$ cat src/rtl/fu_cfg_sequencer_if.sv
`default_nettype none
// ============================================================================
//  Module      : fu_cfg_sequencer_if
//  Description : Configuration-load stream between the array config network
//                (master) and one FU configuration sequencer (slave).
//  Revision    : 1.0  initial release
// ============================================================================
interface fu_cfg_sequencer_if #(
    parameter int CFG_WIDTH = 4
);
    logic                 load_req;
    logic                 cfg_valid;
    logic [CFG_WIDTH-1:0] cfg_data;
    logic                 cfg_last;
    logic                 cfg_ready;
    logic                 load_done;

    modport master (
        output load_req, cfg_valid, cfg_data, cfg_last,
        input  cfg_ready, load_done
    );

    modport slave (
        input  load_req, cfg_valid, cfg_data, cfg_last,
        output cfg_ready, load_done
    );
endinterface
`default_nettype wire

$ cat src/rtl/fu_cfg_sequencer.sv
`default_nettype none
// ============================================================================
//  Module      : fu_cfg_sequencer
//  Description : Loads up to NUM_CTX configuration contexts over a valid/ready
//                stream and replays them cyclically onto one FU's config input.
//  Revision    : 1.0  initial release
// ============================================================================
module fu_cfg_sequencer #(
    parameter int CFG_WIDTH = 4,
    parameter int NUM_CTX   = 8,
    parameter int CTX_AW    = 3,
    parameter int IDLE_CFG  = 15
) (
    input  wire logic                 clk,
    input  wire logic                 rst_n,
    fu_cfg_sequencer_if.slave         cfg,
    input  wire logic                 start,
    input  wire logic                 stop,
    output logic      [CFG_WIDTH-1:0] config_sig,
    output logic      [CTX_AW-1:0]    ctx_idx,
    output logic                      running
);

    localparam logic [CFG_WIDTH-1:0] c_idle_word = CFG_WIDTH'(IDLE_CFG);
    localparam logic [CTX_AW-1:0]    c_last_ptr  = CTX_AW'(NUM_CTX - 1);
    localparam logic [CTX_AW:0]      c_one       = (CTX_AW+1)'(1);

    typedef enum logic [1:0] {
        ST_IDLE = 2'd0,
        ST_LOAD = 2'd1,
        ST_RUN  = 2'd2
    } state_t;

    state_t               state_q,      state_d;
    logic [CTX_AW-1:0]    wptr_q,       wptr_d;
    logic [CTX_AW:0]      ctx_count_q,  ctx_count_d;
    logic [CFG_WIDTH-1:0] mem_q [NUM_CTX];
    logic [CFG_WIDTH-1:0] mem_d [NUM_CTX];
    logic [CFG_WIDTH-1:0] config_sig_q, config_sig_d;
    logic [CTX_AW-1:0]    ctx_idx_q,    ctx_idx_d;
    logic                 running_q,    running_d;
    logic                 load_done_q,  load_done_d;

    logic [CTX_AW:0]      w_idx_inc;
    logic [CTX_AW-1:0]    w_idx_next;
    logic                 w_accept;

    // ctx_count is one bit wider than the index so a full set (NUM_CTX) fits.
    assign w_idx_inc  = {1'b0, ctx_idx_q} + c_one;
    assign w_idx_next = (w_idx_inc == ctx_count_q) ? '0 : w_idx_inc[CTX_AW-1:0];
    assign w_accept   = cfg.cfg_valid && (state_q == ST_LOAD);

    always_comb begin
        state_d      = state_q;
        wptr_d       = wptr_q;
        ctx_count_d  = ctx_count_q;
        mem_d        = mem_q;
        config_sig_d = config_sig_q;
        ctx_idx_d    = ctx_idx_q;
        running_d    = running_q;
        load_done_d  = 1'b0;

        case (state_q)
            ST_IDLE: begin
                if (cfg.load_req) begin
                    state_d = ST_LOAD;
                    wptr_d  = '0;
                end else if (start && (ctx_count_q != '0)) begin
                    state_d      = ST_RUN;
                    config_sig_d = mem_q[0];
                    ctx_idx_d    = '0;
                    running_d    = 1'b1;
                end
            end

            ST_LOAD: begin
                if (w_accept) begin
                    mem_d[wptr_q] = cfg.cfg_data;
                    wptr_d        = wptr_q + CTX_AW'(1);
                    // A full memory terminates the set even without cfg_last.
                    if (cfg.cfg_last || (wptr_q == c_last_ptr)) begin
                        ctx_count_d = {1'b0, wptr_q} + c_one;
                        state_d     = ST_IDLE;
                        load_done_d = 1'b1;
                    end
                end
            end

            ST_RUN: begin
                if (stop) begin
                    state_d      = ST_IDLE;
                    config_sig_d = c_idle_word;
                    ctx_idx_d    = '0;
                    running_d    = 1'b0;
                end else begin
                    ctx_idx_d    = w_idx_next;
                    config_sig_d = mem_q[w_idx_next];
                end
            end

            default: begin
                state_d      = ST_IDLE;
                config_sig_d = c_idle_word;
                ctx_idx_d    = '0;
                running_d    = 1'b0;
            end
        endcase
    end

    always_ff @(posedge clk or negedge rst_n) begin
        if (!rst_n) begin
            state_q      <= ST_IDLE;
            wptr_q       <= '0;
            ctx_count_q  <= '0;
            config_sig_q <= c_idle_word;
            ctx_idx_q    <= '0;
            running_q    <= 1'b0;
            load_done_q  <= 1'b0;
            for (int i = 0; i < NUM_CTX; i++) begin
                mem_q[i] <= c_idle_word;
            end
        end else begin
            state_q      <= state_d;
            wptr_q       <= wptr_d;
            ctx_count_q  <= ctx_count_d;
            config_sig_q <= config_sig_d;
            ctx_idx_q    <= ctx_idx_d;
            running_q    <= running_d;
            load_done_q  <= load_done_d;
            for (int i = 0; i < NUM_CTX; i++) begin
                mem_q[i] <= mem_d[i];
            end
        end
    end

    assign cfg.cfg_ready = (state_q == ST_LOAD);
    assign cfg.load_done = load_done_q;
    assign config_sig    = config_sig_q;
    assign ctx_idx       = ctx_idx_q;
    assign running       = running_q;

endmodule
`default_nettype wire
$ cat src/flat_wrapper.sv
// flat-port wrapper written by rule: the top's interface ports become plain ports
module fu_cfg_sequencer_flat 
#(
    parameter int CFG_WIDTH = 4,
    parameter int NUM_CTX   = 8,
    parameter int CTX_AW    = 3,
    parameter int IDLE_CFG  = 15
)
  (clk, rst_n, start, stop, config_sig, ctx_idx, running, cfg_load_req, cfg_cfg_valid, cfg_cfg_data, cfg_cfg_last, cfg_cfg_ready, cfg_load_done);
  fu_cfg_sequencer_if #(.CFG_WIDTH(CFG_WIDTH)) cfg_i ();
  input  wire logic clk;
  input  wire logic rst_n;
  input  wire logic start;
  input  wire logic stop;
  output logic      [CFG_WIDTH-1:0] config_sig;
  output logic      [CTX_AW-1:0] ctx_idx;
  output logic running;
  input wire logic [$bits(cfg_i.load_req)-1:0] cfg_load_req;
  input wire logic [$bits(cfg_i.cfg_valid)-1:0] cfg_cfg_valid;
  input wire logic [$bits(cfg_i.cfg_data)-1:0] cfg_cfg_data;
  input wire logic [$bits(cfg_i.cfg_last)-1:0] cfg_cfg_last;
  output wire logic [$bits(cfg_i.cfg_ready)-1:0] cfg_cfg_ready;
  output wire logic [$bits(cfg_i.load_done)-1:0] cfg_load_done;
  assign cfg_i.load_req = cfg_load_req;
  assign cfg_i.cfg_valid = cfg_cfg_valid;
  assign cfg_i.cfg_data = cfg_cfg_data;
  assign cfg_i.cfg_last = cfg_cfg_last;
  assign cfg_cfg_ready = cfg_i.cfg_ready;
  assign cfg_load_done = cfg_i.load_done;
  fu_cfg_sequencer #(.CFG_WIDTH(CFG_WIDTH), .NUM_CTX(NUM_CTX), .CTX_AW(CTX_AW), .IDLE_CFG(IDLE_CFG)) u_core (.clk(clk), .rst_n(rst_n), .cfg(cfg_i), .start(start), .stop(stop), .config_sig(config_sig), .ctx_idx(ctx_idx), .running(running));
endmodule
$ cat config.mk
export PLATFORM = sky130hd
export DESIGN_NAME = fu_cfg_sequencer_flat
export DESIGN_NICKNAME = d
export VERILOG_FILES = /design/src/rtl/fu_cfg_sequencer_if.sv /design/src/rtl/fu_cfg_sequencer.sv /design/src/flat_wrapper.sv
export SDC_FILE = /design/constraint.sdc
export NUM_CORES = 1
export LEC_CHECK = 0
export BUFFER_PORTS_ARGS = -buffer_cell sky130_fd_sc_hd__clkbuf_2
export CAP_MARGIN = 30
export CORE_ASPECT_RATIO = 0.7
export CORE_MARGIN = 3
export CORE_UTILIZATION = 60
export CTS_CLUSTER_DIAMETER = 120
export DETAILED_ROUTE_END_ITERATION = 10
export HOLD_SLACK_MARGIN = 0.06
export PLACE_DENSITY_LB_ADDON = 0.12
export SKIP_CTS_REPAIR_TIMING = 1
export SLEW_MARGIN = 20
export SYNTH_ARGS = -nofsm -noshare
export SYNTH_HDL_FRONTEND = slang
export SYNTH_SLANG_ARGS = --single-unit
$ cat constraint.sdc
create_clock -name clk -period 3 [get_ports clk]
set_input_delay 0.6 -clock clk [delete_from_list [all_inputs] [get_ports clk]]
set_output_delay 0.6 -clock clk [all_outputs]
set_load 0.02 [all_outputs]
Yosys cells after proc, flatten, opt, wreduce, memory -nomap -nowiden
Cells that the tools add are included.
{"block": "word_totals", "output_inout_bits": 10, "register_bits": 50, "wordCells": 79}
{"block": "classes", "bitwise_logic": 3, "n_reduce_logical": 13, "eq_ne": 11, "muxes": 31, "addsub": 3, "order_cmp": 3}
{"cell": "$bwmux 32", "count": 1}
{"cell": "$mux 4", "count": 6}
{"cell": "$mux 3", "count": 6}
{"cell": "$bmux 4 s3", "count": 1}
{"cell": "$demux 4 s3", "count": 1}
{"cell": "$pmux 4 s3", "count": 1}
{"cell": "$mux 2", "count": 5}
{"cell": "$pmux 3 s3", "count": 1}
{"cell": "$reduce_and 3->1", "count": 3}
{"cell": "$add 3x1->4 const B", "count": 2}
{"cell": "$ge 4x4->1 const B", "count": 2}
{"cell": "$not 3->4", "count": 2}
{"cell": "$reduce_and 4->1", "count": 2}
{"cell": "$mux 1", "count": 6}
{"cell": "$ne 2x1->1 const B", "count": 3}
{"cell": "$ne 2x2->1 const B", "count": 3}
{"cell": "$pmux 2 s3", "count": 1}
{"cell": "$pmux 3 s2", "count": 1}
{"cell": "$eq 4x4->1", "count": 1}
{"cell": "$lt 4x1->1 const B", "count": 1}
{"cell": "$reduce_bool 4->1", "count": 1}
{"cell": "$add 3x1->3 const B", "count": 1}
{"cell": "$eq 3x3->1 const B", "count": 1}
{"cell": "$logic_and 1x1->1", "count": 3}
{"cell": "9 further kinds", "count": 9}

Longest topological paths before layout
{"block": "logic_depth", "ltp_word": 9, "mapped_depth": 8, "depth_no_buf": 8}

Worst setup path before layout
OpenSTA, ideal clock, no wires.
{"block": "synth_timing", "path_kind": "register -> register", "from": "reg u_core.ctx_idx_q[1], in the netlist u_core.ctx_idx[1]", "to": "reg u_core.config_sig_q[0], in the netlist u_core.config_sig[0]", "path_slack_ns": 0.641, "setup_time_ns": 0.075, "path_stages_with_launch": 9, "t_arrival_ns": 2.284, "path_cell_list": "dfrtp_1 > ha_1 > clkbuf_1 > xnor2_2 > nand2_1 > o311ai_1 > nand2_1 > mux2_2 > o211ai_2"}
{"block": "synth_via", "elab_chain_cells": 9}
{"element": "start, declared", "line_no": "fu_cfg_sequencer.sv:40", "text": "logic [CTX_AW-1:0] ctx_idx_q, ctx_idx_d;"}
{"element": "start signal, assigned", "line_no": "fu_cfg_sequencer.sv:127", "text": "ctx_idx_q <= ctx_idx_d;"}
{"element": "$add 3x1->4 *", "line_no": "fu_cfg_sequencer.sv:49", "text": "assign w_idx_inc = {1'b0, ctx_idx_q} + c_one;"}
{"element": "$eq 4x4->1", "line_no": "fu_cfg_sequencer.sv:50", "text": "assign w_idx_next = (w_idx_inc == ctx_count_q) ? '0 : w_idx_inc[CTX_AW-1:0];"}
{"element": "$mux 3 *", "line_no": "fu_cfg_sequencer.sv:50"}
{"element": "$not 3->4 (implied by the code) *", "line_no": "fu_cfg_sequencer.sv:97", "text": "config_sig_d = mem_q[w_idx_next];"}
{"element": "$bmux 4 s3 *", "line_no": "fu_cfg_sequencer.sv:97"}
{"element": "$mux 4 (implied by the code) * (2 in series)", "line_no": "fu_cfg_sequencer.sv:97"}
{"element": "$mux 4 *", "line_no": "fu_cfg_sequencer.sv:90", "text": "if (stop) begin"}
{"element": "$pmux 4 s3 *", "line_no": "fu_cfg_sequencer.sv:63", "text": "case (state_q)"}
{"element": "end signal, assigned", "line_no": "fu_cfg_sequencer.sv:115", "text": "config_sig_q <= c_idle_word;"}
{"element": "end signal, assigned", "line_no": "fu_cfg_sequencer.sv:126", "text": "config_sig_q <= config_sig_d;"}
{"element": "end, declared", "line_no": "fu_cfg_sequencer.sv:39", "text": "logic [CFG_WIDTH-1:0] config_sig_q, config_sig_d;"}
Every way passes the cells marked *; elsewhere a longest branch is shown, timed or not. The select of a mux whose other input is x is not followed.
A chain may end at the register's enable or synchronous reset.

Final worst setup path
{"block": "layout_timing", "from": "reg u_core.ctx_idx_q[1], in the netlist u_core.ctx_idx[1]", "to": "reg u_core.config_sig_q[2], in the netlist u_core.config_sig[2]"}
The elaborated chain is that of the path after synthesis.

==> PnR_summary.wiki <==
{| class="wikitable"
! Metric !! Value
|-
| Wire length of the first global-routing pass || 10500 µm
|-
| Switching power total || 1.25 mW
|-
| Ys async rst share || 1.00
|-
| Row count || 20
|-
| Post-synth EDFFs || 0
|-
| Unrepaired setup endpoints after global routing || false
|-
| Headroom to the max-slew limit || 0.512
|-
| Starting Density || 0.632
|-
| Net count of the finished layout || 290
|-
| HP Class || in -> async
|-
| Area Growth Syn to Fin || 9.84%
|-
| Setup TNS || 0 ns
|-
| Proportion of netlist area held by the largest area contributor || 0.340
|-
| Total number of yosys warnings || 0
|-
| Worst Setup Start Kind || flop
|-
| Number of antenna cells inserted || 0
|-
| Worst-path maximum fanout || 8
|-
| Share of layout cells above drive strength 1 || 0.408
|-
| Peak supply drop || 0.539 mV
|-
| Cell leakage power || approximately 1.3 nW
|-
| Sequential element share of the synthesized area || 0.465
|-
| Synthesized instance count || 254
|-
| Power density relative to cell area || roughly 1100 nW/µm²
|-
| Syn_area_per_cell || 11.0 µm²
|-
| Bufs and invs on worst path || 0
|-
| Synth cell types || 55
|-
| TritonCTS clock tree || yes
|-
| Sinks on the clock net || 50
|-
| Vias/cell || 6.37
|-
| Leading register cell type out of synthesis || dfstp_2
|-
| Comb power frac || 0.438
|-
| Type of the worst setup path || reg -> reg
|-
| Iter 0 DRT Violations || between 100 and 150
|-
| Remaining number of nets flagged by the antenna check after routing || 0
|-
| Slew Viols, Final || 0
|-
| Post-synthesis instance area || 2790 µm²
|-
| Synth cell count leaders || 36 x dfstp_2, 35 x mux2_2, 28 x nand2_1, 14 x dfrtp_1
|-
| Crit path DAT || between 2 and 3 ns
|-
| Highest achievable clock rate || 0.386 GHz
|-
| Global Route Usage Sum || 0.252
|-
| Setup crit end kind || flop
|-
| Sum of overflow across all layers after global routing || 0
|-
| Fraction of power consumed by sequential logic || 0.413
|-
| Result of the run || complete, no violations
|-
| Cell taking the most area after synthesis || dfstp_2
|-
| Die span in x || 87.4 µm
|-
| Final period utilization || 0.863
|-
| Core region area || 4400 µm²
|-
| Antenna violations before repair || 0
|-
| Most prevalent standard cell on the critical path || nand2_1
|-
| Family of cells with the greatest summed delay on the critical path || compound AO/OA/AOI/OAI gates
|-
| Largest net degree at the start of global routing || 30
|-
| HPWL reported at the end of detailed placement || ~4700 µm
|-
| Total via count after detailed routing || 2116
|-
| Die ar. || 5510 µm²
|-
| Net switching share of the total power || 0.387
|-
| Die outline height || 63.0 µm
|-
| Yosys reg bits || 50
|-
| Syn nets || 268
|-
| Root buffer selected by CTS || clkbuf_8
|-
| CTS Buffer Depth || 2
|-
| H-tree lvl count || 2
|-
| Number of I/O pins || 21
|-
| Slack of the critical path || 0.412 ns
|-
| Number of endpoints failing setup at the final stage || 0
|-
| Internal power summed over all cells || ~2.0 mW
|-
| Time the worst path needs with I/O delays and setup || 2.59 ns
|-
| Worst-case setup slack after placement || 0.534 ns
|-
| Part of the total power dissipated in the clock network || 0.149
|-
| Source-to-sink clock delay at the later pin of the worst-skew pair || 0.30 ns
|-
| Fin. Hold Viols || 0
|-
| Global placement routability congestion || 0.940
|-
| Dominant cell by count in the synthesized netlist || dfstp_2
|-
| Average wire length per cell after detail routing || between 15 and 20 µm
|-
| Clk pin slew, worst setup/hold paths || approximately 0.090 ns
|-
| Slew at the pin with the worst max-slew slack || 0.727 ns
|-
| Via count of the first global-routing pass || between 2000 and 2500
|-
| Data required time at the worst endpoint || 3.19 ns
|-
| Most area-consuming cells after synthesis || dfstp_2 34%, mux2_2 14%, dfrtp_1 13%, mux2i_1 4.3%, nand2_1 3.8%
|-
| Sum of internal, switching and leakage power || between 3 and 4 mW
|-
| DRT Wirelength || 6430 µm
|-
| Slowest-stage cell, CP || dfrtp_1
|-
| Max-cap violations || 0
|-
| Max Clock Skew || 0.00308 ns
|-
| Remaining design rule violation count || 0
|-
| Highest cell delay on the worst timing path || 0.46 ns
|-
| Count of port buffers added during placement || 20
|-
| Critical Path, Cell by Cell || ha_1, xnor2_2, nand2_1, o311ai_1, nand2_1, o31a_1, o32ai_1
|-
| TritonCTS buffer count || 5
|-
| Drt first pass iters || 7
|}
-- final timing paths --
kind,startpoint,slack [ns],depth (start not counted),end
hold reg to reg,u_core.running,0.54,2,u_core.running
setup reg to reg,u_core.ctx_idx[1],0.41,7,u_core.config_sig[2]
max in group asynchronous,rst_n,1.86,2,u_core.mem_q[22]
hold / removal,rst_n,0.33,1,u_core.ctx_idx[1]
min in group clk,u_core.running,0.54,2,u_core.running
setup / recovery,u_core.ctx_idx[1],0.41,7,u_core.config_sig[2]
-- power groups by stage --
stage	clock, mW	sequential (mW)	combinational [mW]
final	0.479	1.33	1.41
after global routing	0.519	1.37	1.52
after CTS	0.489	1.33	1.39
after detailed placement	0	1.34	1.37
after global placement	0	1.32	1.34
after floorplan	0	1.29	1.07
-- per-stage QoR --
stage / std cells / utilization / hold WS (ns) / cell area [µm²]
6_report: 332 / 0.695 / 0.333 / 3060
5_1_grt: 332 / 0.695 / 0.392 / 3060
4_1_cts: 332 / 0.695 / 0.365 / 3060
3_5_place_dp: 324 / 0.669 / 0.530 / 2950
3_3_place_gp: 324 / 0.669 / 0.500 / 2950
2_1_floorplan: 254 / - / 0.304 / 2790
-- metal layers --
layer	GRT usage	wire length (µm)	up-vias
met5	0	0	-
met4	0.0613	117	0
met3	0.0619	401	15
met2	0.354	2770	80
met1	0.387	3150	1040
li1	-	-	981
-- cells by family (layout without fill, tap and decap cells) --
| logic type | Yosys count | count (layout) | share of synthesized area |
|---|---|---|---|
| simple gates | 72 | 72 | 0.126 |
| fa+ha+maj | 3 | 3 | 0.0135 |
| xor+xnor | 6 | 6 | 0.0216 |
| compound gates | 55 | 55 | 0.159 |
| mux | 47 | 47 | 0.185 |
| flops | 50 | 50 | 0.465 |
| buf+inv | 21 | 44 | 0.0296 |
-- registers in the layout (all words and copies together), names as in the netlist --
register / flops
u_core.config_sig: 4
u_core.running: 1
u_core.cfg.load_done: 1
u_core.state_q: 2
u_core.ctx_count_q: 4
u_core.ctx_idx: 3
u_core.wptr_q: 3
u_core.mem_q: 32
-- cell type report --
cell class	instances	area, µm²
multi-input cells	183	1410
flip-flops and latches	50	1300
fillers	340	1350
inverters	12	45.0
repair buffers	24	130
clock buffers	5	68.8
well taps	55	68.8
clock inverters	3	43.8
-- layout by cell type (no fill, tap or decap), drive strengths merged, types with 3 or more instances in the layout --
cell type,instances
ha,3
clkbuf,25
nor3,3
nor2b,4
dfstp,36
dfrtp,14
a22oi,3
xnor2,3
nor2,13
nand2,28
inv,13
o21ai,9
mux2,35
xor2,3
o311ai,3
nand3,8
a221o,3
a22o,3
mux2i,12
a21o,5
o211ai,3
a21oi,6
buf,4
-- worst reg2reg max path, stage by stage (launching register included) --
cell and delay (ns):
dfrtp_1 0.46, ha_1 0.43, xnor2_2 0.35, nand2_1 0.13, o311ai_1 0.33, nand2_1 0.24
o31a_1 0.35, o32ai_1 0.18
Power figures use the tool's default switching activity.
